`src/rtl/sysbus_arb_pkg.sv`:
```
// Shared types and constants for the Sysbus requester arbiter.
package sysbus_arb_pkg;
  typedef enum logic [1:0] {ARB_IDLE, ARB_REQ, ARB_WAIT} arb_state_e;

  localparam int SYSBUS_TAG_W = 13;
  localparam int ARB_BEATS    = 8;

  function automatic int idx_w(input int n);
    return (n > 1) ? $clog2(n) : 1;
  endfunction

  localparam int BEAT_CNT_W = idx_w(ARB_BEATS);
endpackage

```
`src/rtl/arb_pick.sv`:
```
// Combinational winner select: first set request at or after start, wrapping around.
// Zero latency; no state, so no backpressure of its own.
module arb_pick
  import sysbus_arb_pkg::*;
#(
  parameter int N  = 2,
  parameter int IW = idx_w(N)
) (
  input  logic [N-1:0]  reqs,
  input  logic [IW-1:0] start,
  output logic [N-1:0]  onehot,
  output logic [IW-1:0] idx
);
  always_comb begin
    int   j;
    logic found;
    onehot = '0;
    idx    = '0;
    found  = 1'b0;
    j      = 0;
    for (int i = 0; i < N; i++) begin
      j = (int'(start) + i) % N;
      if (!found && reqs[j]) begin
        found     = 1'b1;
        onehot[j] = 1'b1;
        idx       = IW'(j);
      end
    end
  end
endmodule

```
`src/rtl/sysbus_arbiter.sv`:
```
// Shares one Sysbus port among NREQ requesters, one transaction in flight; reqcyc one cycle after c_reqcyc.
// Responses are never back-pressured (respack = respcyc); ARB_RR_EN selects round-robin over fixed priority.
module sysbus_arbiter
  import sysbus_arb_pkg::*;
#(
  parameter int NREQ   = 2,
  parameter int ADDR_W = 64,
  parameter int DATA_W = 64,
  parameter int TAG_W  = SYSBUS_TAG_W,
  parameter int BEATS  = ARB_BEATS,
  parameter int GW     = idx_w(NREQ)
) (
  input  logic                   clk,
  input  logic                   reset,
  input  logic [NREQ-1:0]        c_reqcyc,
  input  logic [NREQ*ADDR_W-1:0] c_req,
  input  logic [NREQ*TAG_W-1:0]  c_reqtag,
  output logic [NREQ-1:0]        c_reqack,
  output logic [NREQ-1:0]        c_respcyc,
  output logic [DATA_W-1:0]      c_resp,
  output logic                   reqcyc,
  output logic [ADDR_W-1:0]      req,
  output logic [TAG_W-1:0]       reqtag,
  input  logic                   reqack,
  input  logic                   respcyc,
  input  logic [DATA_W-1:0]      resp,
  output logic                   respack,
  output logic [GW-1:0]          grant,
  output logic                   proto_err
);
  localparam int CNT_W = idx_w(BEATS);

  arb_state_e        state, state_nxt;
  logic [CNT_W-1:0]  beat_cnt;
  logic [NREQ-1:0]   pick_oh;
  logic [GW-1:0]     pick_idx;
  logic [GW-1:0]     pick_start;
  logic [ADDR_W-1:0] sel_addr;
  logic [TAG_W-1:0]  sel_tag;
  logic              last_beat;
  logic              arb_fire;

  assign arb_fire = (state == ARB_IDLE) && (|c_reqcyc);

`ifdef ARB_RR_EN
  // Starts at NREQ-1 so the first search begins at port 0.
  logic [GW-1:0] last_owner;
  always_ff @(posedge clk) begin
    if (reset)         last_owner <= GW'(NREQ - 1);
    else if (arb_fire) last_owner <= pick_idx;
  end
  assign pick_start = (int'(last_owner) == NREQ - 1) ? '0 : last_owner + GW'(1);
`else
  assign pick_start = '0;
`endif

  arb_pick #(.N(NREQ), .IW(GW)) u_pick (
    .reqs   (c_reqcyc),
    .start  (pick_start),
    .onehot (pick_oh),
    .idx    (pick_idx)
  );

  always_comb begin
    sel_addr = '0;
    sel_tag  = '0;
    for (int i = 0; i < NREQ; i++) begin
      if (pick_oh[i]) begin
        sel_addr = c_req[i*ADDR_W +: ADDR_W];
        sel_tag  = c_reqtag[i*TAG_W +: TAG_W];
      end
    end
  end

  assign last_beat = (beat_cnt == CNT_W'(BEATS - 1));

  always_ff @(posedge clk) begin
    if (reset) state <= ARB_IDLE;
    else       state <= state_nxt;
  end

  always_comb begin
    state_nxt = state;
    c_reqack  = '0;
    c_respcyc = '0;
    case (state)
      ARB_IDLE: if (|c_reqcyc) state_nxt = ARB_REQ;
      ARB_REQ: begin
        if (reqack) begin
          c_reqack[grant] = 1'b1;
          state_nxt       = ARB_WAIT;
        end
      end
      ARB_WAIT: begin
        if (respcyc) begin
          c_respcyc[grant] = 1'b1;
          if (last_beat) state_nxt = ARB_IDLE;
        end
      end
      default: state_nxt = ARB_IDLE;
    endcase
  end

  assign reqcyc  = (state == ARB_REQ);
  assign respack = respcyc;
  assign c_resp  = resp;

  always_ff @(posedge clk) begin
    if (reset) begin
      grant     <= '0;
      req       <= '0;
      reqtag    <= '0;
      beat_cnt  <= '0;
      proto_err <= 1'b0;
    end else begin
      if (arb_fire) begin
        grant  <= pick_idx;
        req    <= sel_addr;
        reqtag <= sel_tag;
      end
      if (state == ARB_WAIT && respcyc) beat_cnt <= last_beat ? '0 : beat_cnt + CNT_W'(1);
      // A beat with nothing outstanding is dropped and flagged until reset.
      if (respcyc && state != ARB_WAIT) proto_err <= 1'b1;
    end
  end
endmodule

```
`config.mk`:
```
export PLATFORM = sky130hd
export DESIGN_NAME = sysbus_arbiter
export DESIGN_NICKNAME = d
export VERILOG_FILES = /design/src/rtl/sysbus_arb_pkg.sv /design/src/rtl/arb_pick.sv /design/src/rtl/sysbus_arbiter.sv
export SDC_FILE = /design/constraint.sdc
export NUM_CORES = 1
export LEC_CHECK = 0
export CORE_AREA = 2 2 145 147
export CTS_CLUSTER_SIZE = 25
export DETAILED_ROUTE_END_ITERATION = 10
export DIE_AREA = 0 0 147 149
export GPL_ROUTABILITY_DRIVEN = 1
export PLACE_DENSITY_LB_ADDON = 0.08
export SETUP_SLACK_MARGIN = 0.5
export SYNTH_ARGS = -nofsm -noshare
export SYNTH_HDL_FRONTEND = slang
export SYNTH_SLANG_ARGS = --single-unit
```
`constraint.sdc`:
```
create_clock -name clk -period 1.8 [get_ports clk]
set_clock_uncertainty 0.05 [all_clocks]
set_input_delay 0.18 -clock clk [delete_from_list [all_inputs] [get_ports clk]]
set_output_delay 0.18 -clock clk [all_outputs]
set_load 0.01 [all_outputs]
```
Word-level counts from Yosys, hierarchy flattened

Index checks and enable logic that the tools add are counted.

Flip-flop bits (word level): 84
Input port bits: 224
Output and inout bits: 149
Word-level logic and storage cells: 46

Muxes and demuxes: 20
$add $sub $neg: 1
Order comparisons: 2
Reductions and logical operators: 9
Eq/ne operators: 8

Operators with widths:

| operator                                                                     | number |
|---|---|
| 64-bit 2-to-1 mux                                                            | 2 |
| 13-bit 2-to-1 mux                                                            | 2 |
| 2-bit 2-to-1 mux                                                             | 9 |
| 2-bit inequality test, second input constant                                 | 3 |
| 2-bit one-hot mux with 3 select lines                                        | 1 |
| 1-bit logical AND                                                            | 5 |
| 1-bit 2-to-1 mux                                                             | 4 |
| 2-bit by 1-bit inequality test with 1-bit output, second input constant      | 2 |
| 4-bit AND reduction                                                          | 1 |
| 3-bit by 1-bit adder with 3-bit output, second input constant                | 1 |
| 3-bit == test, second input constant                                         | 1 |
| 3-bit 2-to-1 mux                                                             | 1 |
| 2-bit by 1-bit == test with 1-bit output, second input constant              | 1 |
| 2-bit == test, second input constant                                         | 1 |
| 2-bit logical NOT                                                            | 1 |
| 1-bit by 2-bit less-than comparator with 1-bit output, second input constant | 1 |
| 2-bit OR reduction                                                           | 1 |
| 1-bit demux with 1-bit select                                                | 1 |
| 1-bit greater-or-equal comparator, second input constant                     | 1 |
| 1-bit logical NOT                                                            | 1 |

Longest topological paths before layout

Gate-level depths: netlist of the first run.

Word-level depth: 6
Gate-level depth with buffers: 6
Depth with buffers taken out: 4

Hierarchy

Synthesis of the first run repeated with hierarchy kept, for this count alone.

Cells, all modules: 472
Area total of the unflattened synthesis: 4341.7 µm²

By module, submodules not included:

| module         | sequential area each (µm²) | area each (µm²) | instances | cells each |
|---|---|---|---|---|
| sysbus_arbiter | 1681.6                     | 4311.6          | 1         | 468 |
| arb_pick       | 0.0                        | 30.0            | 1         | 4 |

Worst setup path before layout of the first run

No wires, ideal clock.

Kind: register -> register
Start: reg state[1]
End: reg req[0]
Data arrival time: 1.225 ns
Stages on the path, launching flop included: 6
Path slack: 0.403 ns
Clock period less this slack: 1.397 ns
Setup time: 0.122 ns
Data required time: 1.628 ns
Cell sequence: dfxtp_1 -> nor2_2 -> and3_1 -> buf_6 -> buf_6 -> a221o_1

Cells in the longest elaborated chain, start to end: 2

RTL lines:

| element                | line                  | source |
|---|---|---|
| start, declared        | sysbus_arbiter.sv:33  | `arb_state_e state, state_nxt;` |
| start signal, assigned | sysbus_arbiter.sv:79  | `else state <= state_nxt;` |
| 2-bit logical NOT      | sysbus_arbiter.sv:43  | `assign arb_fire = (state == ARB_IDLE) && (\|c_reqcyc);` |
| 1-bit logical AND      | sysbus_arbiter.sv:43  |  |
| end signal, assigned   | sysbus_arbiter.sv:118 | `req <= sel_addr;` |
| end, declared          | sysbus_arbiter.sv:22  | `output logic [ADDR_W-1:0] req,` |

No other way between the ends.
A chain may end at the register's enable or synchronous reset.

Worst setup path in the final report of the first run

Start: reg state[0]
End: reg req[6]

The elaborated chain is that of the path after synthesis.

==> out/summary.txt, run 1 <==
Final ANT Viol Nets: 0
Reg area: 0.00169 mm2
Static leakage: 0.00296 uW
Area growth syn-to-layout: 66.8%
Worst EP required: 1.98 ns
Mux cell area share after synthesis: 0.236%
Post-synth top area cell: dfxtp_1
Die footprint: 0.0219 mm2
Die X-Extent: 147 um
Die height: 149 um
Drt first pass iters: 4
Root Buffer: clkbuf_16
Top cells by count, synth: dfxtp_1 (84), buf_4 (65), and2_1 (51)
Tot Pwr: 5920 uW
Final hold vios: 0
Critical path endpoint category: flop
Vias per std cell: 4.49
Post-Synth XOR/XNOR Area: 0%
Register area share after synthesis: 39.6%
WS Path Type: reg2reg
DRC viols: 0
Global-route usage over all layers: 13.1%
Post-DP HPWL: 10.2 mm
Grt total ovfl: 0
Compound-gate portion of the synthesized area: 24.7%
Post-Synth Adder-Cell Area: 0.590%
Vias in the first global route: 3931
Clk sinks: 84
Synthesis Warnings: 0
Worst setup SP type: flop
Buffers on Ports: 244
Final-layout fill cell count: 2108
Synth Flop Type: dfxtp_1
Combinational family with the most area after synthesis: compound AO/OA/AOI/OAI gates
First-pass GRT wire length: 22.4 mm
Slew Limit Fails: 0
Gp weighted congestion: 0.732
Crit Path Max Fanout: 39
Synth top area share: 39.6%
Final Routed Wirelength: 15.7 mm
Peak supply drop: 354 uV
Hold Path Class: in2out
Initial antenna violation count: 0
Footprint of the multi-input gates: 0.00198 mm2
Post-synthesis instance area: 0.00424 mm2
Share of layout cells above drive strength 1: 18.5%
Row cnt: 53
Net Count, Synth: 658
Synth Area per Inst: 9.82 um2
Final Cycle Share: 82.3%
Worst-Margin Slew: 0.543 ns
Setup_tns: 0 ns
EDFF count, synth: 0
Top-count cell post-synth: dfxtp_1
Simple-gate share of the synthesized area: 17.8%
Max Fclk: 675 MHz
CTS Buf Count: 9
Starting Density: 20.6%
Iteration-0 DRC Markers: 140
Final min period: 1.48 ns
Vias post-DR: 3996
Final setup vio count: 0
Core Area: 0.0206 mm2
Number of diodes: 0
Async SR Flop Fraction: 0%
Worst-path clk slew: 0.07 ns
Cells after synthesis: 432
Yosys cell types: 31
Critical Path AT: 1.67 ns
Pin count of the biggest net entering global routing: 56
CTS tree: built
Status: finished, final reports clean
#FFs+latches synth: 84
PD cells: 837 mW/mm2
WL per Instance: 17.7 um
Clock Latency Late Sink: 0.34 ns
Nets@finish: 837
Synth area leaders: dfxtp_1 (40%), a221o_1 (12%), buf_4 (12%)
Max clock buf depth: 2
H-tree Lvls: 3
RSZ-0062 raised after global routing: true
Slew margin rel.: 63.8%
I/O pin total: 373
Max_cap viols: 0
## path summary, 6_finish.rpt
check                              start                      to  slack, ns  depth (start not counted)
setup / recovery   state[0]$_SDFFE_PP0P_     req[6]$_SDFFE_PP0P_       0.32                          5
setup reg to reg   state[0]$_SDFFE_PP0P_     req[6]$_SDFFE_PP0P_       0.32                          5
hold / removal                  resp[20]              c_resp[20]       0.31                          0
hold reg to reg   proto_err$_SDFFE_PP0P_  proto_err$_SDFFE_PP0P_       0.41                          2
## routing by layer
metal  wire (um)  vias to the layer above  global-route usage [%]
met1        6990                     1884                    16.7
met4         263                        0                    4.57
met2        7020                      213                    20.1
met3        1480                       22                    5.38
li1            -                     1877                       -
met5           0                        -                       0
## cell usage in the layout (no fill, tap or decap), types with 2 or more instances in the layout
cell,instances
a21oi_1,31
a221o_1,50
a311oi_1,6
a311oi_2,20
and2_1,24
and2_4,26
buf_12,7
buf_2,6
buf_4,10
buf_6,7
bufinv_16,3
clkbuf_16,14
clkdlybuf4s50_1,156
clkinv_4,2
dfxtp_1,79
dfxtp_2,3
dfxtp_4,2
dlygate4sd2_1,81
ha_4,2
inv_1,2
nand2_1,31
nand2b_1,2
nand3b_1,26
nor2_1,5
nor2_2,2
## registers in the layout, summed over array words and instances (netlist names)
register	cells
beat_cnt	3
state	2
req	64
grant	1
proto_err	1
reqtag	13
## what timing repair did
item / CTS / global route
setup buffers: 3 / 3
hold buffers: 0 / 0
gates cloned: 0 / 7
gates resized for setup: 109 / 43
pin swaps: 1 / 24
setup endpoints to repair: 166 / 86
## metrics by stage
stage	utilization [%]	cell area (um2)	cells	setup WS [ns]	hold WS [ns]
after floorplan	-	4270	432	0.517	0.268
after global placement	31.6	6500	862	0.0413	0.310
after detailed placement	31.6	6500	862	0.00920	0.310
after CTS	33.1	6800	880	0.300	0.304
after global routing	34.4	7070	890	0.247	0.310
final	34.4	7070	890	0.318	0.310
## power by group
group	switching, uW	internal (uW)	total (uW)
registers	104	2060	2160
clock network	824	1440	2260
logic	630	867	1500
total	1560	4360	5920
## kinds of logic after synthesis
family,Yosys count
compound gates,113
simple gates,127
fa+ha+maj,2
mux,1
buf+inv,105
flops,84
## worst max-delay path: stages, from the launching register on
cell	delay (ns)
dfxtp_4	0.36
buf_4	0.14
nor2_4	0.15
a21oi_4	0.10
buf_12	0.18
a221o_1	0.37
## area by class of cell
type                            count  share of cell area [%]
Multi-Input combinational cell    243                    27.9
Clock buffer                       10                    3.54
Timing Repair Buffer              271                    38.1
Clock inverter                      5                    1.52
Tap cell                          275                    4.86
Sequential cell                    84                    23.9
Inverter                            2                   0.106
(Power assumes the default switching activity.)
==> run 2: changes to the inputs <==
==> constraint.sdc (replaced) <==
create_clock -name clk -period 1.4 [get_ports clk]
set_clock_uncertainty 0.05 [all_clocks]
set_input_delay 0.14 -clock clk [delete_from_list [all_inputs] [get_ports clk]]
set_output_delay 0.14 -clock clk [all_outputs]
set_load 0.01 [all_outputs]
==> out/summary.txt, run 2 (synthesis gave the netlist of run 1 again) <==
Clock Latency Late Sink: 0.34 ns (about the same)
Worst setup SP type: flop
Violations in the final reports: setup timing
Initial antenna violation count: 1 (+1)
Pin count of the biggest net entering global routing: 56 (unchanged)
Global-route usage over all layers: 13.8% (+0.73 points)
NetSw: 2110 uW (+36%)
Cell at the slowest stage of the critical path: dfxtp_4
Drt first pass iters: 4 (unchanged)
Buffers on Ports: 244 (unchanged)
Seq pwr share: 36.4% (about the same)
Critical path endpoint category: flop
Crit Reg-Reg Startpoint: state[1]$_SDFFE_PP0P_
CP Buf/Inv Count: 3 (+1)
Final Routed Wirelength: 15.8 mm (+0.26%)
Non-Filler Instances: 919 (+3.3%)
First-pass GRT wire length: 23.6 mm (+5.3%)
Critical path's most frequent cell: buf_12
Die height: 149 um (unchanged)
Iteration-0 DRC Markers: 121 (-14%)
Area growth syn-to-layout: 80.1%
Clk sinks: 84 (unchanged)
Worst reg-to-reg path cell count: 6 (+1)
Gp weighted congestion: 0.737 (+0.68%)
Max Fclk: 673 MHz (-0.26%)
WL per Instance: 17.2 um (-2.9%)
Setup_tns: -3.68 ns (-3.68 ns)
Biggest cell delay along the critical path: 0.38 ns (about the same)
Row cnt: 53 (unchanged)
CP endpoint: req[57]$_SDFFE_PP0P_
Number of diodes: 0 (unchanged)
Nets@finish: 866 (+3.5%)
CTS Buf Count: 9 (unchanged)
Starting Density: 20.6% (unchanged)
Final hold vios: 0 (unchanged)
Vias in the first global route: 4156 (+5.7%)
Fin area: 0.00764 mm2 (+8.0%)
Final min period: 1.49 ns (+0.00382 ns)
R2r endpoint: req[57]$_SDFFE_PP0P_
# placed instances: 871 (+1.0%)
Net Sw Frac: 26.7% (+0.36 points)
WS Path Type: reg2reg
Slew margin rel.: 62.0% (-1.8 points)
CP delay by family, top: buffers and inverters
Final Cycle Share: 106% (+24 points)
Max FFs per register: 64 (unchanged)
Vias per std cell: 4.44 (-1.0%)
Hold Buf Count CTS: 0 (unchanged)
Top Registers: req (64), reqtag (13), beat_cnt (3)
Commonest cells after routing, fill and taps aside: clkdlybuf4s50_1 (156), buf_6 (92), dfxtp_2 (81), a221o_1 (50), and2_1 (40)
Root Buffer: clkbuf_16
CP Cell Sequence: buf_12 > nor2_4 > buf_12 > and3_4 > buf_12 > a221o_1
Post-DP HPWL: 10.4 mm (+1.5%)
Beginning of the critical path: state[1]$_SDFFE_PP0P_
Status: finished with violations
Slew Limit Fails: 0 (unchanged)
Reg with most FFs: req
Core Util, Final: 37.2% (+2.7 points)
Worst slack, placed: -0.303 ns (-0.312 ns)
Most common cell after layout, fill and taps aside: clkdlybuf4s50_1
Static leakage: 0.00305 uW (+2.8%)
PD cells: 1040 mW/mm2 (+24%)
I/O pin total: 373 (unchanged)
Peak supply drop: 478 uV (+35%)
Share of layout cells above drive strength 1: 45.2% (+27 points)
Vias post-DR: 4084 (+2.2%)
RSZ-0062 raised after global routing: true
Final setup vio count: 73 (+73)
Placed cell area: 0.00668 mm2 (+2.7%)
Worst-Margin Slew: 0.570 ns (+0.0267 ns)
Critical Path AT: 1.66 ns (about the same)
Max clock buf depth: 2 (unchanged)
Die X-Extent: 147 um (unchanged)
Hold Path Class: in2reg
DRC viols: 0 (unchanged)
Final ANT Viol Nets: 0 (unchanged)
Logic pwr share: 28.9% (+3.6 points)
Stages on worst setup path: 6 (+1)
Max_cap viols: 0 (unchanged)
CTS tree: built
H-tree Lvls: 3 (unchanged)
R2R Setup Slk: -0.09 ns (-0.40 ns)
Worst EP required: 1.58 ns (-0.40 ns)
Core Area: 0.0206 mm2 (unchanged)
Crit Path Max Fanout: 20 (-49%)
Power Internal: 5810 uW (+33%)
Grt total ovfl: 0 (unchanged)
Die footprint: 0.0219 mm2 (unchanged)
Final WS setup: -0.0854 ns (-0.404 ns)
Clock share of power: 34.7% (-3.5 points)
Worst-path clk slew: 0.07 ns (about the same)
run 2: cell count changes in the layout (fill, tap and decap cells not counted), sizes merged:
cell / before / now
buf: 30 / 142
dlygate4sd2: 81 / 0
clkbuf: 14 / 11
bufinv: 3 / 2
clkdlybuf4s15: 0 / 1
inv: 2 / 3
run 2: layout make-up:
cell class | instances | area (um2)
Inverter | 2 | 7.51
Clock buffer | 10 | 250
Sequential cell | 84 | 1790
Multi-Input combinational cell | 243 | 1970
Fill cell | 2031 | 12900
Clock inverter | 5 | 82.6
Tap cell | 275 | 344
Timing Repair Buffer | 300 | 3190
run 2: worst min path at each step:
stage                    from  depth (start not counted)                     end
CTS                   respcyc                          4  proto_err$_SDFFE_PP0P_
floorplan           c_req[64]                          1     req[0]$_SDFFE_PP0P_
global placement     resp[10]                          0              c_resp[10]
finish                respcyc                          4  proto_err$_SDFFE_PP0P_
detailed placement   resp[10]                          0              c_resp[10]
global route          respcyc                          4  proto_err$_SDFFE_PP0P_
run 2: timing repair:
item | 4_1_cts | 5_1_grt
buffers inserted | 23 | 7
endpoints found under the setup margin | 169 | 168
cloned | 2 | 1
gates resized for setup | 516 | 24
pin swaps | 9 | 9
run 2: stage by stage:
stage / total power, uW / hold WS [ns]
floorplan: 3830 / 0.228
global placement: 4840 / 0.230
detailed placement: 4850 / 0.230
CTS: 7940 / 0.218
global route: 8300 / 0.225
finish: 7920 / 0.224
run 2: routing by layer:
layer	global-route usage, %	vias up	wire (um)
met5	0	-	13
met4	4.28	2	216
met3	6.61	19	1730
met2	22.0	206	7090
met1	16.6	1934	6740
li1	-	1923	-
run 2: worst register-to-register path, delay by kind of cell, from the launching register on:
kind / cells / cell delay, ns
and+or+nand+nor: 2 / 0.23
DFF: 1 / 0.38
AOI/OAI and AO/OA: 1 / 0.31
buffers and inverters: 3 / 0.39
run 2: power by group through the flow:
stage / clock network, uW / logic (uW) / registers [uW]
after floorplan: 0 / 885 / 2950
after global placement: 0 / 2000 / 2840
after detailed placement: 0 / 2020 / 2840
after CTS: 2820 / 2230 / 2880
after global routing: 2940 / 2450 / 2910
final: 2740 / 2290 / 2890
==> run 3: changes to the inputs <==
--- a/config.mk
+++ b/config.mk
@@ -10,7 +10,6 @@
 export DETAILED_ROUTE_END_ITERATION = 10
 export DIE_AREA = 0 0 147 149
 export GPL_ROUTABILITY_DRIVEN = 1
-export PLACE_DENSITY_LB_ADDON = 0.08
 export SETUP_SLACK_MARGIN = 0.5
 export SYNTH_ARGS = -nofsm -noshare
 export SYNTH_HDL_FRONTEND = slang
==> out/summary.txt, run 3 (synthesis gave the netlist of run 1 again) <==
Iteration-0 DRC Markers: 140 (+16%)
Final ANT Viol Nets: 0 (unchanged)
Die X-Extent: 147 um (unchanged)
Crit Path Max Fanout: 18 (-10%)
CTS Buf Count: 9 (unchanged)
RSZ-0062 raised after global routing: true
Critical Path AT: 1.72 ns (+0.06 ns)
Number of diodes: 0 (unchanged)
Static leakage: 0.00318 uW (+4.3%)
CP delay by family, top: compound AO/OA/AOI/OAI gates
CTS tree: built
Share of layout cells above drive strength 1: 49.2% (+4.0 points)
Slew Limit Fails: 0 (unchanged)
Row cnt: 53 (unchanged)
Buffers on Ports: 244 (unchanged)
Biggest cell delay along the critical path: 0.35 ns (-0.03 ns)
Footprint of the multi-input gates: 0.00213 mm2 (+8.3%)
Vias per std cell: 4.40 (-1.1%)
First-pass GRT wire length: 22.5 mm (-4.5%)
Die footprint: 0.0219 mm2 (unchanged)
Worst-path clk slew: 0.07 ns (about the same)
Cell at the slowest stage of the critical path: dfxtp_4
Reg area: 0.00181 mm2 (+0.98%)
Final-layout fill cell count: 1998 (-1.6%)
Hold Path Class: in2out
Nets@finish: 888 (+2.5%)
Max_cap viols: 0 (unchanged)
Final Cycle Share: 110% (+4.2 points)
Post-DP HPWL: 10.6 mm (+2.0%)
Clock Latency Late Sink: 0.34 ns (about the same)
Worst-Margin Slew: 0.376 ns (-0.194 ns)
DR top layer: met4
Max clock buf depth: 2 (unchanged)
I/O pin total: 373 (unchanged)
Area growth syn-to-layout: 88.9%
Wire length on met2: 7.63 mm (+7.7%)
Final hold vios: 0 (unchanged)
Worst EP required: 1.58 ns (about the same)
Gp weighted congestion: 0.699 (-5.2%)
Max Fclk: 647 MHz (-3.8%)
WS Path Type: reg2reg
Peak supply drop: 439 uV (-8.1%)
Placed cell area: 0.00666 mm2 (-0.22%)
CP Cell Sequence: buf_6 > nor2_4 > buf_12 > a21oi_4 > buf_12 > a221o_1
Critical path's most frequent cell: buf_12
H-tree Lvls: 3 (unchanged)
Most common cell after layout, fill and taps aside: clkdlybuf4s50_1
Top Registers: req (64), reqtag (13), beat_cnt (3)
Status: finished with violations
Reg with most FFs: req
Worst setup SP type: flop
Critical path endpoint category: flop
Initial antenna violation count: 0 (-1)
Violations in the final reports: setup timing
DRC viols: 0 (unchanged)
Fin area: 0.00801 mm2 (+4.9%)
Slew margin rel.: 74.7% (+13 points)
M1 WL: 6.82 mm (+1.2%)
Drt first pass iters: 4 (unchanged)
WL per Instance: 17.3 um (+0.45%)
Grt total ovfl: 0 (unchanged)
Final Routed Wirelength: 16.3 mm (+3.0%)
Max FFs per register: 64 (unchanged)
PD cells: 985 mW/mm2 (-5.0%)
CP Buf/Inv Count: 3 (unchanged)
Final setup vio count: 77 (+5.5%)
Die height: 149 um (unchanged)
Vias post-DR: 4141 (+1.4%)
Vias in the first global route: 3988 (-4.0%)
Final min period: 1.54 ns (+0.0590 ns)
Root Buffer: clkbuf_16
Length of routed met3 wiring: 1.33 mm (-23%)
Setup_tns: -6.54 ns (-2.86 ns)
Commonest cells after routing, fill and taps aside: clkdlybuf4s50_1 (156), buf_6 (97), dfxtp_2 (74), a221o_1 (50), and2_1 (49)
Pin count of the biggest net entering global routing: 38 (-32%)
Global-route usage over all layers: 13.3% (-0.53 points)
Core Area: 0.0206 mm2 (unchanged)
Clk sinks: 84 (unchanged)
Starting Density: 20.6% (unchanged)
Final WS setup: -0.144 ns (-0.0590 ns)
run 3: worst paths after layout:
path	start	endpoint	slack, ns	cells past startpoint
setup / recovery	state[0]$_SDFFE_PP0P_	req[13]$_SDFFE_PP0P_	-0.14	6
hold / removal	resp[1]	c_resp[1]	0.23	0
setup reg to reg	state[0]$_SDFFE_PP0P_	req[13]$_SDFFE_PP0P_	-0.14	6
hold reg to reg	req[10]$_SDFFE_PP0P_	req[10]$_SDFFE_PP0P_	0.44	1
run 3: power breakdown:
group          leakage, uW  internal [uW]  switching (uW)
combinational      0.00231           1660             970
clock             0.000137           1240            1110
sequential        0.000725           2700             205
run 3: layout make-up:
class | count | share of cell area [%]
inverter | 2 | 0.0937
tap | 275 | 4.29
clock inverter | 6 | 0.703
sequential | 84 | 22.6
timing repair buffer | 322 | 42.9
multi-input combinational | 243 | 26.6
clock buffer | 10 | 2.86
run 3: metrics by stage:
stage | cells | hold slack [ns] | power, uW | util [%] | setup WS (ns)
3_3_place_gp | 874 | 0.230 | 4850 | 32.4 | -0.240
2_1_floorplan | 432 | 0.228 | 3830 | - | 0.135
3_5_place_dp | 874 | 0.230 | 4860 | 32.4 | -0.270
4_1_cts | 917 | 0.219 | 7560 | 36.1 | -0.118
6_report | 942 | 0.230 | 7890 | 39.0 | -0.144
5_1_grt | 942 | 0.230 | 8280 | 39.0 | -0.190
run 3: worst register-to-register path, cell delays in order (launching register included):
cell	delay (ns)
dfxtp_4	0.35
buf_6	0.13
nor2_4	0.15
buf_12	0.12
a21oi_4	0.10
buf_12	0.18
a221o_1	0.36
run 3: what timing repair did:
item	CTS	global route
buffers inserted	25	16
hold endpoints to repair	0	0
pin swaps	12	60
gates resized for setup	509	78
cloned	2	9
hold buffers	0	0
setup endpoints to repair	169	168
run 3: metal layers:
metal	global-route usage, %	vias to the layer above
met5	0	-
met4	5.67	0
met3	4.50	36
met2	21.7	196
met1	16.1	1934
li1	-	1975
